<file path="config.mk">
export PLATFORM = sky130hd
export DESIGN_NAME = light_cycle_mover
export DESIGN_NICKNAME = d
export VERILOG_FILES = /design/src/rtl/light_cycle_mover.sv
export SDC_FILE = /design/constraint.sdc
export NUM_CORES = 1
export LEC_CHECK = 0
export BUFFER_PORTS_ARGS = -buffer_cell sky130_fd_sc_hd__buf_2
export CELL_PAD_IN_SITES_DETAIL_PLACEMENT = 1
export CELL_PAD_IN_SITES_GLOBAL_PLACEMENT = 2
export CORE_ASPECT_RATIO = 0.9
export CORE_MARGIN = 3
export CORE_UTILIZATION = 37
export DETAILED_ROUTE_END_ITERATION = 8
export MAX_ROUTING_LAYER = met4
export PLACE_DENSITY = 0.86
export SLEW_MARGIN = 15
export SYNTH_ARGS = -nofsm -noshare
export SYNTH_HDL_FRONTEND = slang
export SYNTH_SLANG_ARGS = --single-unit
</file>
<file path="constraint.sdc">
create_clock -name clk -period 4 [get_ports clk]
set_input_delay 0.2 -clock clk [delete_from_list [all_inputs] [get_ports clk]]
set_output_delay 0.2 -clock clk [all_outputs]
set_load 0.02 [all_outputs]
</file>
<file path="src/rtl/light_cycle_mover.sv">
// Light-cycle position stepper: moves one pixel every TICK_DIV run clocks, x taking priority over y.
// Edge behaviour is selected by LIGHT_CYCLE_WRAP_EN (defined: wrap around, undefined: sticky crash).
module light_cycle_mover #(
   parameter int H_MAX    = 640,
   parameter int V_MAX    = 480,
   parameter int X_INIT   = 320,
   parameter int Y_INIT   = 240,
   parameter int TICK_DIV = 416667
) (
   input  logic       clk,
   input  logic       reset,
   input  logic       run,
   input  logic       onoffx,
   input  logic       onoffy,
   input  logic       horizontal,
   input  logic       verticle,
   output logic [9:0] x,
   output logic [9:0] y,
   output logic       step_valid,
   output logic       crash
);

   localparam int             CW       = $clog2(TICK_DIV);
   localparam logic [CW-1:0]  CNT_LAST = CW'(TICK_DIV - 1);
   localparam logic [CW-1:0]  CNT_ONE  = CW'(1);
   localparam logic [9:0]     X_LAST   = 10'(H_MAX - 1);
   localparam logic [9:0]     Y_LAST   = 10'(V_MAX - 1);
   localparam logic [9:0]     X_RST    = 10'(X_INIT);
   localparam logic [9:0]     Y_RST    = 10'(Y_INIT);

   logic [CW-1:0] cnt_q, cnt_d;
   logic [9:0]    x_q, x_d, y_q, y_d;
   logic          step_valid_q, step_valid_d;
   logic          crash_q, crash_d;
   logic [9:0]    x_mv, y_mv;
   logic          at_edge;

   // Candidate position for this step; at_edge flags a move off the playfield (x_mv/y_mv hold the wrapped value).
   always_comb begin
      x_mv    = x_q;
      y_mv    = y_q;
      at_edge = 1'b0;
      if (onoffx) begin
         if (horizontal) begin
            at_edge = (x_q == X_LAST);
            x_mv    = (x_q == X_LAST) ? 10'd0 : x_q + 10'd1;
         end else begin
            at_edge = (x_q == 10'd0);
            x_mv    = (x_q == 10'd0) ? X_LAST : x_q - 10'd1;
         end
      end else if (onoffy) begin
         if (verticle) begin
            at_edge = (y_q == Y_LAST);
            y_mv    = (y_q == Y_LAST) ? 10'd0 : y_q + 10'd1;
         end else begin
            at_edge = (y_q == 10'd0);
            y_mv    = (y_q == 10'd0) ? Y_LAST : y_q - 10'd1;
         end
      end else begin
         x_mv    = x_q;
         y_mv    = y_q;
         at_edge = 1'b0;
      end
   end

   // Tick counter and step decision; a crash freezes everything until reset.
   always_comb begin
      cnt_d        = cnt_q;
      x_d          = x_q;
      y_d          = y_q;
      step_valid_d = 1'b0;
      crash_d      = crash_q;
      if (run && !crash_q) begin
         if (cnt_q == CNT_LAST) begin
            cnt_d = {CW{1'b0}};
            if (at_edge) begin
`ifdef LIGHT_CYCLE_WRAP_EN
               x_d          = x_mv;
               y_d          = y_mv;
               step_valid_d = 1'b1;
`else
               crash_d      = 1'b1;
`endif
            end else begin
               x_d          = x_mv;
               y_d          = y_mv;
               step_valid_d = 1'b1;
            end
         end else begin
            cnt_d = cnt_q + CNT_ONE;
         end
      end else begin
         cnt_d = cnt_q;
      end
   end

   // State registers with synchronous active-low reset.
   always_ff @(posedge clk) begin
      if (!reset) begin
         cnt_q        <= {CW{1'b0}};
         x_q          <= X_RST;
         y_q          <= Y_RST;
         step_valid_q <= 1'b0;
         crash_q      <= 1'b0;
      end else begin
         cnt_q        <= cnt_d;
         x_q          <= x_d;
         y_q          <= y_d;
         step_valid_q <= step_valid_d;
         crash_q      <= crash_d;
      end
   end

   assign x          = x_q;
   assign y          = y_q;
   assign step_valid = step_valid_q;
   assign crash      = crash_q;

endmodule

</file>
==> results.py <==
metrics = {
    "cts": {
        "clk_pin_slew_ns": 0.09,
        "cts_tree": "built",
        "cts_made_buffers": 5,
        "postCtsSetupRepairBufs": 0,
        "cts_hold_buf": 0,
        "cts.sinks": 41,
        "clock_latency_ns": 0.30,
        "ctsResizeCount": 0,
        "cts_max_level": 2,
        "cts_root_buf": "clkbuf_8",
        "clockBufferDepth": 2,
    },
    "placement": {
        "hpwl_um": 4868,
        "place.port_buffers": 28,
        "gp_congestion": 0.8334,
        "place_area_um2": 2691,
    },
    "detailed_routing": {
        "avgRoutedWirePerCell_um": 15.56,
        "drt_first_iter_violations": 94,
        "drtAntennaViolNets": 0,
        "wl_um": 6677,
        "firstDrtPassIters": 4,
        "vias": 2438,
        "drc": 0,
        "vias_per_cell": 5.683,
    },
    "synthesis": {
        "synth_area_um2": 2505,
        "yosys.area.top_type": "dfxtp_1",
        "ys_types": 51,
        "ys_ff_latch": 41,
        "synth.top_cell.area_share": 0.3277,
        "synth_nets": 335,
        "avgSynthCellArea_um2": 7.779,
        "synth_area_leaders": "dfxtp_1, nor2_1, xor2_1, a21oi_1, nand3_1",
        "yosysSeqAreaShare": 0.3277,
        "synth-edff-count": 0,
        "synth_flop_cell": "dfxtp_1",
        "yosysWarnings": 0,
        "syn_inst": 322,
        "synthArstFlopShare": 0,
    },
    "layout": {
        "finalInstanceArea_um2": 2785,
        "drive_gt1_frac": 0.1316,
        "nets": 354,
        "final_cell_mix": "dfxtp_1, nor2_1, buf_2, nand3_1, a21oi_1",
        "final_common_cell": "dfxtp_1",
        "area_growth_pct": 11.19,
        "antenna_cells": 0,
    },
    "hold_path": {
        "min_path_type": "input pin to flip-flop",
        "hold_end": "x[8]",
        "whs_path_depth": 2,
        "hp-start": "reset",
    },
    "power_and_ir_drop": {
        "p_per_area_nw_per_um2": 265.3,
        "power.leakage_nw": 0.9415,
        "max-vdd-ir-drop_mv": 0.1436,
    },
    "global_routing": {
        "grt_pass1_vias": 2461,
        "grt_pass1_wl_um": 11850,
        "grt_busiest_layer": "met2",
        "grt_max_degree": 20,
        "antenna_found_initial": 0,
        "track_usage": 0.1889,
        "use_met1": 0.2573,
        "gr-total-overflow": 0,
        "grtUsageMet2": 0.2872,
        "met3_usage": 0.03517,
    },
    "setup_path": {
        "path_class": "flip-flop to flip-flop",
        "critPathLaunchType": "flip-flop",
        "timing.rr.end": "x[7]",
        "end_kind": "flip-flop",
        "crit_fanout": 16,
        "ff2ff_path_depth": 7,
        "ff2ff_setup_slack_ns": 1.34,
        "rr_startpoint": "x[0]",
        "cp.arrival_ns": 2.89,
        "crit_required_ns": 4.23,
    },
    "timing": {
        "final.min_clock_period_ns": 2.662,
        "period_share": 0.6655,
        "rsz0062_at_grt": "no",
        "slew_viol_final": 0,
        "setup_viol": 0,
        "tns_ns": 0,
        "worstMarginPinSlew_ns": 1.037,
        "finalHoldViolations": 0,
        "relSlewSlack": 0.2999,
        "skew_ns": 0.007349,
        "max_freq_ghz": 0.3757,
    },
    "floorplanning": {
        "die-area_um2": 7794,
        "row_count": 27,
        "die_y_um": 84.06,
        "initial_core_util": 0.3944,
        "core_area_um2": 6351,
        "die_w_um": 92.73,
        "io_pins": 29,
    },
    "run_status": {
        "outcome": "completed",
    },
    "flow_run": {
        "max_cap_viol_count": 0,
    },
}
## layout make-up
cell class / instances / area, um2
fill: 804 / 3566
multi-input combinational: 251 / 1565
sequential: 41 / 820.8
timing repair buffer: 29 / 147.6
tap: 87 / 108.9
clock buffer: 5 / 68.82
inverter: 13 / 48.80
clock inverter: 3 / 25.02
## kinds of logic after synthesis
kind of cell	after synthesis	share of synthesized area
AOI/OAI and AO/OA	70	0.1728
xor gates and xnor gates	21	0.07343
adders and majority gates	6	0.02997
buffers and inverters	30	0.04745
DFF	41	0.3277
muxes	3	0.01199
and+or+nand+nor	151	0.3367
## report_power, final
group          switching (mW)  internal [mW]
combinational          0.0244         0.0130
clock                   0.163          0.126
sequential            0.00256          0.410
## routing by layer
layer	routed length [um]	vias up	part of all wire
li1	-	1218	-
met1	3373	1186	0.51
met2	3052	27	0.46
met3	178	7	0.027
met4	72	0	0.011
met5	0	-	0
## Yosys cell counts (4+ instances only)
cell type and number:
a21oi_1 19, a31oi_1 8, buf_2 5, clkbuf_1 12, dfxtp_1 41, ha_1 6, inv_1 13, nand2_1 16
nand2b_1 5, nand3_1 19, nand4_1 11, nand4b_1 6, nor2_1 39, nor3_1 7, nor4_1 9, o211ai_1 4
o21ai_0 18, o31ai_1 5, or2_2 4, or3_1 8, or4_1 5, xnor2_1 7, xor2_1 14
## worst max-delay path, stage by stage, from the launching register on
cell and delay, ns:
dfxtp_1 0.47, inv_1 0.14, ha_1 0.24, nor4b_1 0.17, nor4b_1 0.18, or4b_1 0.79, or3_1 0.44, a21oi_1 0.16
## flip-flops by register name, summed over array words and instances (netlist names)
signal	flops
cnt_q	19
x	10
step_valid	1
crash	1
y	10
## stage by stage
step / hold slack [ns] / power, mW / std cells / setup slack (ns) / util
4_1_cts: 0.2462 / 0.7529 / 429 / 1.324 / 0.4385
2_1_floorplan: 0.3399 / 0.4464 / 322 / 1.653 / -
5_1_grt: 0.2582 / 0.7775 / 429 / 1.037 / 0.4385
3_3_place_gp: 0.4875 / 0.4592 / 421 / 1.423 / 0.4238
3_5_place_dp: 0.5051 / 0.4600 / 421 / 1.346 / 0.4238
6_report: 0.2446 / 0.7390 / 429 / 1.338 / 0.4385
## worst max-delay path by stage
stage,startpoint,cells after the start,slack [ns],to
final,x[0],7,1.34,x[7]
after global placement,x[0],7,1.42,x[7]
after floorplan,x[0],9,1.65,x[2]
after global routing,x[0],7,1.04,x[9]
after CTS,cnt_q[1],6,1.32,x[7]
after detailed placement,cnt_q[1],6,1.35,x[7]
No activity file was read; power rests on OpenSTA's default activity.
